## src/rtl/inst_load_ctrl_if.sv

```systemverilog
// Loader-side strobe bus and instruction-RAM write port of the load controller.
// The slave modport is the controller's view; master is the surrounding system.
interface inst_load_ctrl_if;
    logic [31:0] load_addr_i;
    logic [31:0] load_data_i;
    logic        load_we_i;
    logic [31:0] ram_addr_o;
    logic [31:0] ram_data_o;
    logic        ram_we_o;
    logic        ram_ready_i;

    modport slave (
        input  load_addr_i,
        input  load_data_i,
        input  load_we_i,
        input  ram_ready_i,
        output ram_addr_o,
        output ram_data_o,
        output ram_we_o
    );

    modport master (
        output load_addr_i,
        output load_data_i,
        output load_we_i,
        output ram_ready_i,
        input  ram_addr_o,
        input  ram_data_o,
        input  ram_we_o
    );
endinterface

```

## src/rtl/inst_load_ctrl.sv

```systemverilog
// Buffers serial-loader words into instruction RAM and holds the core in reset
// until the end-of-load marker has arrived and every buffered word is written.
module inst_load_ctrl #(
    parameter int unsigned FIFO_DEPTH = 4,
    parameter int unsigned IMEM_WORDS = 4096,
    parameter logic [31:0] END_ADDR   = 32'hFFFF_FFFC
) (
    input  logic                   clk,
    input  logic                   rst_n,
    inst_load_ctrl_if.slave        bus,
    output logic                   core_rst_n_o,
    output logic                   loading_o,
    output logic                   err_o,
    output logic [15:0]            word_cnt_o,
    output logic [31:0]            checksum_o
);

    localparam int unsigned PtrW = (FIFO_DEPTH > 1) ? $clog2(FIFO_DEPTH) : 1;
    localparam logic [PtrW:0] FullCount = (PtrW + 1)'(FIFO_DEPTH);

    typedef enum logic [1:0] {
        StLoad,
        StDrain,
        StRun
    } state_e;

    state_e state_q, state_d;

    logic [31:0]   addr_mem [FIFO_DEPTH];
    logic [31:0]   data_mem [FIFO_DEPTH];
    logic [PtrW-1:0] wr_ptr_q;
    logic [PtrW-1:0] rd_ptr_q;
    logic [PtrW:0]   count_q;

    logic        err_q;
    logic [15:0] word_cnt_q;
    logic [31:0] checksum_q;

    logic fifo_empty;
    logic fifo_full;
    logic pop;
    logic push;
    logic set_err;
    logic restart;
    logic addr_ok;
    logic is_end;

    assign fifo_empty = (count_q == '0);
    assign fifo_full  = (count_q == FullCount);
    assign pop        = !fifo_empty && bus.ram_ready_i;

    assign addr_ok = (bus.load_addr_i[1:0] == 2'b00) &&
                     ({2'b00, bus.load_addr_i[31:2]} < IMEM_WORDS);
    assign is_end  = (bus.load_addr_i == END_ADDR);

    // State register
    always_ff @(posedge clk) begin
        if (!rst_n) begin
            state_q <= StLoad;
        end else begin
            state_q <= state_d;
        end
    end

    // Next-state and per-cycle control decisions
    always_comb begin
        state_d = state_q;
        push    = 1'b0;
        set_err = 1'b0;
        restart = 1'b0;
        case (state_q)
            StLoad: begin
                if (bus.load_we_i) begin
                    if (is_end) begin
                        state_d = StDrain;
                    end else if (!addr_ok || (fifo_full && !pop)) begin
                        set_err = 1'b1;
                    end else begin
                        push = 1'b1;
                    end
                end
            end
            StDrain: begin
                if (fifo_empty) begin
                    state_d = StRun;
                end
            end
            StRun: begin
                // The FIFO is always empty here, so only the address can reject the word.
                if (bus.load_we_i && !is_end) begin
                    state_d = StLoad;
                    restart = 1'b1;
                    if (addr_ok) begin
                        push = 1'b1;
                    end else begin
                        set_err = 1'b1;
                    end
                end
            end
            default: begin
                state_d = StLoad;
            end
        endcase
    end

    // Storage is not reset; the occupancy counter alone decides what is valid.
    always_ff @(posedge clk) begin
        if (push) begin
            addr_mem[wr_ptr_q] <= bus.load_addr_i;
            data_mem[wr_ptr_q] <= bus.load_data_i;
        end
    end

    always_ff @(posedge clk) begin
        if (!rst_n) begin
            wr_ptr_q <= '0;
            rd_ptr_q <= '0;
            count_q  <= '0;
        end else begin
            if (push) begin
                wr_ptr_q <= wr_ptr_q + 1'b1;
            end
            if (pop) begin
                rd_ptr_q <= rd_ptr_q + 1'b1;
            end
            case ({push, pop})
                2'b10:   count_q <= count_q + 1'b1;
                2'b01:   count_q <= count_q - 1'b1;
                default: count_q <= count_q;
            endcase
        end
    end

    always_ff @(posedge clk) begin
        if (!rst_n) begin
            err_q      <= 1'b0;
            word_cnt_q <= '0;
            checksum_q <= '0;
        end else begin
            err_q <= restart ? set_err : (err_q | set_err);
            if (restart) begin
                word_cnt_q <= '0;
                checksum_q <= '0;
            end else if (pop) begin
                if (word_cnt_q != 16'hFFFF) begin
                    word_cnt_q <= word_cnt_q + 16'd1;
                end
                checksum_q <= checksum_q + data_mem[rd_ptr_q];
            end
        end
    end

    // Head is masked while empty so the write port reads zero after reset.
    always_comb begin
        bus.ram_we_o   = !fifo_empty;
        bus.ram_addr_o = fifo_empty ? 32'h0 : addr_mem[rd_ptr_q];
        bus.ram_data_o = fifo_empty ? 32'h0 : data_mem[rd_ptr_q];
    end

    assign core_rst_n_o = (state_q == StRun);
    assign loading_o    = (state_q != StRun);
    assign err_o        = err_q;
    assign word_cnt_o   = word_cnt_q;
    assign checksum_o   = checksum_q;

endmodule

```

## src/flat_wrapper.sv

```systemverilog
// flat-port wrapper written by rule: the top's interface ports become plain ports
module inst_load_ctrl_flat 
#(
    parameter int unsigned FIFO_DEPTH = 4,
    parameter int unsigned IMEM_WORDS = 4096,
    parameter logic [31:0] END_ADDR   = 32'hFFFF_FFFC
)
  (clk, rst_n, core_rst_n_o, loading_o, err_o, word_cnt_o, checksum_o, bus_load_addr_i, bus_load_data_i, bus_load_we_i, bus_ram_ready_i, bus_ram_addr_o, bus_ram_data_o, bus_ram_we_o);
  inst_load_ctrl_if bus_i ();
  input  logic clk;
  input  logic rst_n;
  output logic core_rst_n_o;
  output logic loading_o;
  output logic err_o;
  output logic [15:0] word_cnt_o;
  output logic [31:0] checksum_o;
  input wire logic [$bits(bus_i.load_addr_i)-1:0] bus_load_addr_i;
  input wire logic [$bits(bus_i.load_data_i)-1:0] bus_load_data_i;
  input wire logic [$bits(bus_i.load_we_i)-1:0] bus_load_we_i;
  input wire logic [$bits(bus_i.ram_ready_i)-1:0] bus_ram_ready_i;
  output wire logic [$bits(bus_i.ram_addr_o)-1:0] bus_ram_addr_o;
  output wire logic [$bits(bus_i.ram_data_o)-1:0] bus_ram_data_o;
  output wire logic [$bits(bus_i.ram_we_o)-1:0] bus_ram_we_o;
  assign bus_i.load_addr_i = bus_load_addr_i;
  assign bus_i.load_data_i = bus_load_data_i;
  assign bus_i.load_we_i = bus_load_we_i;
  assign bus_i.ram_ready_i = bus_ram_ready_i;
  assign bus_ram_addr_o = bus_i.ram_addr_o;
  assign bus_ram_data_o = bus_i.ram_data_o;
  assign bus_ram_we_o = bus_i.ram_we_o;
  inst_load_ctrl #(.FIFO_DEPTH(FIFO_DEPTH), .IMEM_WORDS(IMEM_WORDS), .END_ADDR(END_ADDR)) u_core (.clk(clk), .rst_n(rst_n), .bus(bus_i), .core_rst_n_o(core_rst_n_o), .loading_o(loading_o), .err_o(err_o), .word_cnt_o(word_cnt_o), .checksum_o(checksum_o));
endmodule
```

## config.mk

```make
export PLATFORM = sky130hd
export DESIGN_NAME = inst_load_ctrl_flat
export DESIGN_NICKNAME = d
export VERILOG_FILES = /design/src/rtl/inst_load_ctrl_if.sv /design/src/rtl/inst_load_ctrl.sv /design/src/flat_wrapper.sv
export SDC_FILE = /design/constraint.sdc
export NUM_CORES = 1
export LEC_CHECK = 0
export BUFFER_PORTS_ARGS = -buffer_cell sky130_fd_sc_hd__buf_2
export CAP_MARGIN = 20
export CORE_MARGIN = 4
export CORE_UTILIZATION = 40
export DETAILED_ROUTE_END_ITERATION = 12
export MAX_ROUTING_LAYER = met4
export PLACE_DENSITY_LB_ADDON = 0.15
export REMOVE_ABC_BUFFERS = 1
export SYNTH_ARGS = -nofsm -noshare
export SYNTH_HDL_FRONTEND = slang
export SYNTH_SLANG_ARGS = --single-unit
```

## constraint.sdc

```tcl
create_clock -name clk -period 8.9 [get_ports clk]
set_input_delay 0.445 -clock clk [delete_from_list [all_inputs] [get_ports clk]]
set_output_delay 0.445 -clock clk [all_outputs]
set_load 0.1 [all_outputs]
```

; ---- Yosys cells after proc, flatten, opt, wreduce, memory -nomap -nowiden
; Memories as Yosys holds them, arrays and structs flattened. A register that Yosys moved wholly into a read port is not among the register bits.
; Cells that the tools add are included.
[word_totals]
output_inout_bits = 116
ram_bits = 256
n_memories = 2
word_cells = 75
inputBits = 68
regBits = 58
[mem_list]
columns = memory, words, width, read_ports, rd_ports_with_merged_regs, wr, line_no
row1 = u_core.addr_mem, 4, 32, 1, 1, 1, inst_load_ctrl.sv:29  ; logic [31:0] addr_mem [FIFO_DEPTH];
row2 = u_core.data_mem, 4, 32, 1, 1, 1, inst_load_ctrl.sv:30  ; logic [31:0] data_mem [FIFO_DEPTH];
[classes]
bitwise_logic = 2
muxes = 29
addsub = 6
magnitude_cmp = 1
n_eq_ne = 12
n_reduce_logical = 16
[ops]
columns = operator, count
row1 = two-way mux 32 bit, 2
row2 = adder 32 bit, 1
row3 = "equality test 32 bit, second input constant", 1
row4 = "less-than comparator 30 x 13 -> 1 bit, second input constant", 1
row5 = "adder 16 x 1 -> 16 bit, second input constant", 1
row6 = two-way mux 2 bit, 8
row7 = "!= test 16 bit, second input constant", 1
row8 = two-way mux 1 bit, 15
row9 = "!= test 2 x 1 -> 1 bit, second input constant", 3
row10 = one-hot mux 2 bit (3 select lines), 1
row11 = one-hot mux 3 bit (2 select lines), 1
row12 = "adder 2 x 1 -> 2 bit, second input constant", 2
row13 = "equality test 2 x 1 -> 1 bit, second input constant", 2
row14 = "equality test 2 bit, second input constant", 2
row15 = logical AND 1 bit, 4
row16 = zero test 1 bit, 4
row17 = zero test 2 bit, 2
row18 = "!= test 2 bit, second input constant", 2
row19 = one-hot mux 1 bit (2 select lines), 2
row20 = AND reduction 4 bit, 1
row21 = "adder 3 x 1 -> 3 bit, second input constant", 1
row22 = "equality test 3 bit, second input constant", 1
row23 = zero test 3 bit, 1
row24 = "subtractor 3 x 1 -> 3 bit, second input constant", 1
row25 = 6 further kinds, 6

; ---- Depth between registers and ports, before layout
; Gate-level depths: netlist of run 1.
[logic_depth]
word_depth = 12
ltp_mapped = 15
ltp_nobuf = 13

; ---- Least setup slack after synthesis of run 1
; OpenSTA, ideal clock, no wires.
[synth_path]
path_kind = flip-flop to flip-flop
start = register with a tool-made name
end = register u_core.checksum_q[30] (netlist: u_core.checksum_o[30])
path_buffers = 2
setup_ns = 0.131
synth_period_minus_slack_ns = 3.420
setup_slack_ns = 5.480
required_time_ns = 8.769
arrival_ns = 3.289
stages_incl_launch_ff = 14
path_cell_list = dfxtp_1 > buf_2 > buf_2 > mux4_2 > ha_1 > a21oi_2 > a21oi_1 > or3b_1 > o21a_1 > a211oi_2 > nor3_2 > a221oi_2 > xnor2_1 > o22ai_2
[synth_rtl]
columns = element, line_no
row1 = end signal: assignment, inst_load_ctrl.sv:148  ; checksum_q <= checksum_q + data_mem[rd_ptr_q];
row2 = end: declaration, inst_load_ctrl.sv:37  ; logic [31:0] checksum_q;

==> results of run 1 <==
cell type report:
type | instances | area share [%]
clock buffers | 48 | 6.14
multi-input cells | 556 | 28.5
well taps | 448 | 3.41
flip-flops and latches | 316 | 54.2
repair buffers | 193 | 6.11
diodes | 2 | 0.0305
inverters | 20 | 0.457
clock inverters | 17 | 1.20
per-stage QoR:
stage	instances	area, um2	utilization (%)
after floorplan	892	13600	-
after global placement	1532	15200	45.1
after detailed placement	1532	15200	45.1
after CTS	1597	16400	48.6
after global routing	1600	16400	48.7
final	1600	16400	48.7
cells in the mapped netlist (all sizes together), types with 5 or more instances:
cell type  number
and3            7
buf             7
a21o           14
nor3           10
o21ai          21
xnor2          27
nor2b           6
clkbuf         32
or3             7
xor2           19
nand2b          5
nand2          72
a211oi          7
nand3          18
edfxtp        256
ha             37
nand4          13
nor2           46
inv            20
mux4           64
and2           75
o22ai           7
a21oi          57
dfxtp          60
nor4            9
metal layers:
metal / vias to the layer above / share of wire, % / routed length (um)
met5: - / 0 / 0
met4: 0 / 2.0 / 658
met3: 49 / 5.0 / 1660
met2: 209 / 49 / 16200
met1: 4178 / 44 / 14400
li1: 3937 / - / -
power by group through the flow:
stage | Clock [uW] | Combinational [uW] | Sequential [uW]
floorplan | 0 | 4.81 | 1630
global placement | 0 | 41.1 | 1630
detailed placement | 0 | 42.3 | 1630
CTS | 1540 | 42.5 | 1590
global route | 1590 | 47.7 | 1590
finish | 1490 | 43.0 | 1590
cells by family (layout without fill, tap and decap cells):
kind of cell / Yosys count / after routing / share of synthesized area [%]
DFF: 316 / 316 / 64.6
and+or+nand+nor: 272 / 272 / 10.1
AOI/OAI and AO/OA: 133 / 133 / 6.51
muxes: 66 / 66 / 10.6
buffers and inverters: 59 / 278 / 1.65
xor gates and xnor gates: 46 / 46 / 2.93
adders and majority gates: 39 / 39 / 3.65
other: 0 / 2 / 0
worst min-delay path by stage:
stage	start	to	slack, ns	cells after the start
4_1_cts	bus_load_data_i[27]	u_core.data_mem[3][27]$_DFFE_PP_	0.12	1
2_1_floorplan	u_core.state_q[1]$_SDFFE_PN0P_	u_core.state_q[0]$_SDFFE_PN0P_	0.45	1
5_1_grt	bus_load_data_i[20]	u_core.data_mem[3][20]$_DFFE_PP_	0.13	1
6_report	bus_load_data_i[27]	u_core.data_mem[3][27]$_DFFE_PP_	0.15	1
3_5_place_dp	u_core.err_o$_SDFF_PN0_	u_core.err_o$_SDFF_PN0_	0.46	2
3_3_place_gp	u_core.err_o$_SDFF_PN0_	u_core.err_o$_SDFF_PN0_	0.45	2
flip-flops by register name (all words and copies together) (netlist names), named ones only:
name / flops
u_core.addr_mem: 128
u_core.count_q: 3
u_core.rd_ptr_q: 2
u_core.err_o: 1
u_core.wr_ptr_q: 2
u_core.data_mem: 128
u_core.word_cnt_o: 16
u_core.state_q: 2
u_core.checksum_o: 32
==> metrics, run 1 <==
fin crit period=4.46 ns; M1 GR Usage=23.2%; H-Tree Depth=2; setup TNS=0 ns; P&R area growth vs syn=19.3%; Final Power=3130 uW; TritonCTS clock tree=built; post-synth cell types=57; largest net degree at the start of global routing=69; # setup viols final=0; cts repair resizes=0; Synth Instances=931; DR iter-0 viols=440; FMAX=0.224 GHz; Yosys top cell by area=edfxtp_1; Die ar.=37400 um2; remaining global-route overflow=0; Worst-Skew Late Latency=0.51 ns; Worst Max-Slew Pin Slew=0.758 ns; most frequent cells in the layout=edfxtp_1 (256), buf_2 (183), and2_1 (75), nand2_1 (71), mux4_2 (64); Core Box Area=33700 um2; switch share=19.4%; Synth Flop Type=edfxtp_1; family with the most delay on the worst path=compound AO/OA/AOI/OAI gates; commonest non-fill, non-tap cell in the layout=edfxtp_1; Pleak=0.00599 uW; initial antenna violation count=2; Worst EP arrival=4.87 ns; Die Span Y=193 um; Worst path slowest cell=dfxtp_4; gr usage total=17.9%; Starting Density=40.8%; Crit Path Class=reg2reg; critical-path cell list=buf_4 > mux4_2 > ha_1 > a21oi_1 > nand4b_1 > a31o_1 > nand2_1 > a221oi_2 > o221a_2 > nor2_1 > o31a_1 > o32ai_1; DP Wirelength=21.3 mm; CP Depth=12; ys async rst share=0%; Reg power frac=51.0%; Worst path max stage delay=0.82 ns; fill count=3016; flops & latches, synth=316; DRC errors left=0; Setup crit start kind=flop; hold buffers post-CTS=0; Post-synth EDFFs=256; clock transition at the registers of the reported paths=0.06 ns; multi-input logic area=4670 um2; Clock Power Share=47.7%; WP buf/inv=1; Slew headroom=49.5%; Ys Warns=0; Setup Skew=0.0159 ns; via count=8373; met2 Usage GRT=29.8%; Slew Limit Fails=0; hold crit path type=in2reg; clock sink count=316; layout net count=1230; CTS root buffer=clkbuf_16; Longest Clk Path Bufs=3; internal power=2520 uW; Register Area=8900 um2; # rows=67; area of the mapped netlist=13800 um2; switching power=605 uW; r2r worst-path depth=12; Buffers on Ports=183; RSZ-0062 raised after global routing=no; share of cells above drive strength 1=28.8%; Peak VDD IR=0.139 mV; GP Congestion=0.772; M3 GR Usage=3.08%; via-per-instance ratio=5.23; Gate power share=1.4%; drt wl/cell=20.6 um; GR peak layer=met2; Crit path required time=9.31 ns; pwr/cell area=190 nW/um2; DRT Pass-1 Iters=5; Critical Path Sink Type=flop; run status=complete, no violations; drt total wl=32.9 mm; Reg2Reg Setup Slack=4.44 ns; Seq/Total Area, Yosys=64.6%; Synth top area share=55.9%; Final Hold Vio Count=0; fin crit share=50.1%; Antenna Nets Post-Route=0; max_cap viols=0; end point of the critical path=u_core.checksum_o[25]$_SDFFE_PP0P_; Die Width=193 um; final setup margin=4.44 ns; Synth Area per Inst=14.8 um2; Crit Path Max Fanout=34; RR Endpoint=u_core.checksum_o[25]$_SDFFE_PP0P_; top post-synthesis cells by area=edfxtp_1 (56%), mux4_2 (10%), dfxtp_1 (8.7%); Post CTS Setup Buffer Count=0; io pins=184; first-pass GRT wire length=51.7 mm; CTS Buf Count=36; pre-CTS WS=4.26 ns; worst hold margin=0.151 ns; vias in the first global route=8805
(Power assumes the default switching activity.)
==> inputs of run 2 (changes only) <==
==> constraint.sdc (replaced) <==
create_clock -name clk -period 4 [get_ports clk]
set_input_delay 0.2 -clock clk [delete_from_list [all_inputs] [get_ports clk]]
set_output_delay 0.2 -clock clk [all_outputs]
set_load 0.1 [all_outputs]
==> metrics, run 2 (synthesized netlist as in run 1, its figures left out) <==
multi-input logic area=4670 um2 (unchanged); CTS root buffer=clkbuf_16; Register Area=8900 um2 (unchanged); P&R area growth vs syn=23.3%; Setup Skew=0.0277 ns (+0.0118 ns); Worst Max-Slew Pin Slew=0.920 ns (+0.162 ns); Final Hold Vio Count=0 (unchanged); Pleak=0.00623 uW (+4.0%); layout net count=1306 (+6.2%); Slew Limit Fails=0 (unchanged); Crit Path Class=reg2reg; remaining global-route overflow=0 (unchanged); drt wl/cell=20.1 um (-2.4%); Core Box Area=33700 um2 (unchanged); first-pass GRT wire length=53.0 mm (+2.4%); Setup crit start kind=flop; commonest non-fill, non-tap cell in the layout=edfxtp_1; largest net degree at the start of global routing=43 (-38%); hold crit path type=in2reg; Slew headroom=38.5% (-11 points); DR iter-0 viols=400 (-9.1%); Starting Density=40.8% (unchanged); hold path cells=2 (+1); GP Congestion=0.831 (+7.6%); fill count=2986 (-0.99%); drt total wl=33.5 mm (+1.8%); max_cap viols=0 (unchanged); share of cells above drive strength 1=27.3% (-1.5 points); pwr/cell area=385 nW/um2 (+100%); Longest Clk Path Bufs=3 (unchanged); DRT Pass-1 Iters=4 (-1); Die Width=193 um (unchanged); clock sink count=316 (unchanged); DP Wirelength=22.3 mm (+4.7%); via-per-instance ratio=5.11 (-2.4%); DP Cell Count=1546 (+0.91%); Antenna Nets Post-Route=0 (unchanged); via count=8528 (+1.9%); final cell count without fillers=1669 (+4.3%); RSZ-0062 raised after global routing=no; Crit path required time=4.34 ns (-4.97 ns); Peak VDD IR=0.364 mV (+160%); run status=complete, no violations; Worst-Skew Late Latency=0.51 ns (about the same); TritonCTS clock tree=built; # rows=67 (unchanged); gr usage total=18.2% (+0.32 points); Die Span Y=193 um (unchanged); Die ar.=37400 um2 (unchanged); clock transition at the registers of the reported paths=0.06 ns (about the same); FMAX=0.280 GHz (+25%); H-Tree Depth=2 (unchanged); Buffers on Ports=183 (unchanged); fin crit share=89.2% (+39 points); cts repair resizes=0 (unchanged); Post CTS Setup Buffer Count=0 (unchanged); # setup viols final=0 (unchanged); Critical Path Sink Type=flop; DRC errors left=0 (unchanged); io pins=184 (unchanged); Crit Path Max Fanout=14 (-59%); CTS Buf Count=35 (-2.8%); initial antenna violation count=1 (-1); hold buffers post-CTS=64 (+64); r2r worst-path depth=12 (unchanged); setup TNS=0 ns (unchanged); fin crit period=3.57 ns (-0.890 ns); Worst EP arrival=3.91 ns (-0.96 ns); most frequent cells in the layout=edfxtp_1 (256), buf_2 (183), and2_1 (75), nand2_1 (71); vias in the first global route=9093 (+3.3%)
==> run 2: cell types whose count changed in the layout (fill, tap and decap cells not counted), sizes merged <==
cell         previous run  this run
dlygate4sd3             0        64
buf                   193       206
bufinv                  4         0
clkbuf                 48        44
clkinv                 12        13
clkinvlp                1         0
diode                   2         1
inv                    20        21
==> run 2: final timing paths <==
check                           from                            endpoint  slack [ns]
max                             flop  u_core.checksum_o[30]$_SDFFE_PP0P_        0.43
max reg2reg                     flop  u_core.checksum_o[30]$_SDFFE_PP0P_        0.43
min                            rst_n                                flop        0.09
min reg2reg  u_core.err_o$_SDFF_PN0_             u_core.err_o$_SDFF_PN0_        0.46
==> run 2: stage by stage <==
stage          power, uW  hold slack (ns)  util, %  setup WS (ns)  cell area (um2)
2_1_floorplan       3640            0.299        -          -1.50            13600
3_3_place_gp        3710            0.419     45.5          0.462            15300
3_5_place_dp        3710            0.419     45.5          0.413            15300
4_1_cts             6610           0.0597     50.4          0.392            17000
5_1_grt             6760           0.0775     50.4         0.0924            17000
6_report            6530           0.0865     50.4          0.432            17000
==> run 2: layout make-up <==
type	instances	share of cell area [%]
Inverter	20	0.442
Sequential cell	316	52.4
Tap cell	448	3.30
Antenna cell	1	0.0147
Multi-Input combinational cell	556	27.5
Clock inverter	14	0.398
Timing Repair Buffer	270	10.5
Clock buffer	44	5.42
==> run 2: power breakdown <==
group	switching [uW]	leakage [uW]	total (uW)	internal, uW
combinational	75.1	0.00296	144	69.3
clock	1220	0.000485	2840	1620
sequential	0.309	0.00278	3550	3550
==> run 2: critical path: stages (launching register included) <==
cell and delay (ns):
dfxtp_4 0.53, buf_4 0.22, mux4_2 0.52, ha_1 0.37
a21oi_2 0.18, nand2_1 0.11, or3b_1 0.38, o21a_1 0.24
a211oi_2 0.24, nor3_2 0.11, a221oi_2 0.28, xnor2_1 0.16
o22ai_2 0.07
==> run 2: layer usage <==
layer	track usage, %	part of all wire, %
met3	3.04	4.4
met4	3.51	1.4
met5	-	0
met1	23.9	45
met2	30.5	49
==> inputs of run 3 (changes only) <==
--- a/config.mk
+++ b/config.mk
@@ -8,7 +8,7 @@
 export BUFFER_PORTS_ARGS = -buffer_cell sky130_fd_sc_hd__buf_2
 export CAP_MARGIN = 20
 export CORE_MARGIN = 4
-export CORE_UTILIZATION = 40
+export CORE_UTILIZATION = 50
 export DETAILED_ROUTE_END_ITERATION = 12
 export MAX_ROUTING_LAYER = met4
 export PLACE_DENSITY_LB_ADDON = 0.15
==> metrics, run 3 (synthesized netlist as in run 1, its figures left out) <==
Register Area=8900 um2 (unchanged); drt wl/cell=19.7 um (-1.6%); Die Span Y=174 um (-10%); Crit Path Max Fanout=17 (+3); r2r worst-path depth=11 (-1); most frequent cells in the layout=edfxtp_1 (256), buf_2 (183), and2_1 (75), nand2_1 (71); DRT Pass-1 Iters=4 (unchanged); Gate power share=2.1% (about the same); Starting Density=50.9% (+10 points); vias in the first global route=9001 (-1.0%); FMAX=0.278 GHz (-0.83%); Longest Clk Path Bufs=3 (unchanged); Setup Skew=0.0173 ns (-0.0104 ns); # setup viols final=0 (unchanged); RSZ-0062 raised after global routing=no; worst hold path startpoint=rst_n; commonest non-fill, non-tap cell in the layout=edfxtp_1; RR Endpoint=u_core.checksum_o[31]$_SDFFE_PP0P_; switch share=19.9% (+0.061 points); internal power=5320 uW (+1.7%); io pins=184 (unchanged); Buffers on Ports=183 (unchanged); TritonCTS clock tree=built; Setup crit start kind=flop; clock transition at the registers of the reported paths=0.06 ns (about the same); H-Tree Depth=2 (unchanged); # rows=60 (-10%); gr usage total=21.0% (+2.8 points); DRC errors left=0 (unchanged); layout net count=1298 (-0.61%); DR iter-0 viols=453 (+13%); setup TNS=0 ns (unchanged); run status=complete, no violations; clock sink count=316 (unchanged); Peak VDD IR=0.410 mV (+13%); CTS Buf Count=35 (unchanged); Core Box Area=27000 um2 (-20%); remaining global-route overflow=0 (unchanged); Crit Path Class=reg2reg; hold endpoint=u_core.count_q[2]$_SDFFE_PN0P_; Die Width=174 um (-10%); fill count=2102 (-30%); Critical Path Sink Type=flop; Worst-Skew Late Latency=0.52 ns (about the same); DP Wirelength=19.9 mm (-11%); Pleak=0.00622 uW (-0.15%); CTS root buffer=clkbuf_16; Slew headroom=30.3% (-8.1 points); Clock Power Share=44.5% (+1.0 points); fin crit period=3.60 ns (+0.0298 ns); Reg power frac=53.4% (-0.9 points); largest net degree at the start of global routing=49 (+14%); pwr/cell area=394 nW/um2 (+2.5%); initial antenna violation count=2 (+1); hold crit path type=in2reg; Crit path required time=4.36 ns (+0.02 ns); Reg2Reg Setup Slack=0.40 ns (-0.03 ns); via-per-instance ratio=5.49 (+7.4%); Antenna Nets Post-Route=0 (unchanged); share of cells above drive strength 1=27.0% (-0.26 points); switching power=1320 uW (+2.1%); worst hold margin=0.0601 ns (-0.0263 ns); first-pass GRT wire length=49.3 mm (-6.9%); Slew Limit Fails=0 (unchanged); cts repair resizes=0 (unchanged); Worst Max-Slew Pin Slew=1.04 ns (+0.121 ns); drt total wl=30.8 mm (-8.1%); fin crit share=89.9% (+0.75 points); P&R area growth vs syn=22.4%; Worst EP arrival=3.95 ns (+0.04 ns); hold path cells=2 (unchanged); max_cap viols=0 (unchanged); Die ar.=30200 um2 (-19%); via count=8563 (+0.41%); multi-input logic area=4670 um2 (unchanged); GP Congestion=0.850 (+2.3%); Final Hold Vio Count=0 (unchanged)
## run 3: per-layer routing
layer	vias to the layer above	global-route usage, %	part of all wire [%]
li1	4085	-	-
met1	4203	27.6	43
met2	229	34.8	49
met3	46	3.26	5.2
met4	0	5.58	2.3
met5	-	-	0
## run 3: worst max-delay path: stages, from the launching register on
cell and delay, ns:
dfxtp_4 0.56, buf_4 0.38, mux4_2 0.57, ha_1 0.37, nand2_1 0.13, a2111oi_1 0.42
o21a_1 0.29, o31ai_4 0.09, a21oi_1 0.19, mux2i_1 0.23, xor2_1 0.16, nor2_1 0.05
## run 3: how the worst max path moves through the flow
stage	from	endpoint	slack [ns]	cells past startpoint
floorplan	flop	u_core.checksum_o[30]$_SDFFE_PP0P_	-1.50	11
global placement	flop	u_core.checksum_o[31]$_SDFFE_PP0P_	0.42	11
detailed placement	flop	u_core.checksum_o[31]$_SDFFE_PP0P_	0.36	11
CTS	flop	u_core.checksum_o[31]$_SDFFE_PP0P_	0.33	11
global route	flop	u_core.checksum_o[30]$_SDFFE_PP0P_	0.12	11
finish	flop	u_core.checksum_o[31]$_SDFFE_PP0P_	0.40	11
## run 3: through the flow
stage / cell area [um2] / std cells / worst slack, ns / total power (uW) / utilization (%)
final: 16800 / 1560 / 0.402 / 6650 / 62.3
after global routing: 16800 / 1560 / 0.124 / 6870 / 62.3
after CTS: 16800 / 1558 / 0.331 / 6720 / 62.3
after detailed placement: 15100 / 1431 / 0.363 / 3710 / 56.1
after global placement: 15100 / 1431 / 0.416 / 3710 / 56.1
after floorplan: 13600 / 892 / -1.50 / 3640 / -
## run 3: what timing repair did
| action | 4_1_cts | 5_1_grt |
|---|---|---|
| hold buffers | 64 | 0 |
| buffers inserted | 0 | 0 |
| endpoints found under the hold margin | 256 | 0 |
## run 3: layout make-up
| type | instances | area share, % |
|---|---|---|
| antenna | 2 | 0.0297 |
| inverter | 20 | 0.446 |
| sequential | 316 | 52.8 |
| clock inverter | 17 | 0.757 |
| timing repair buffer | 262 | 10.2 |
| clock buffer | 46 | 5.50 |
| multi-input combinational | 556 | 27.7 |
| tap | 341 | 2.53 |
## run 3: power groups by stage
stage	Combinational (uW)	Clock, uW	Sequential, uW
final	142	2960	3550
after detailed placement	92.6	0	3620
after CTS	143	3030	3550
after floorplan	10.7	0	3620
after global placement	88.8	0	3620
after global routing	156	3170	3540
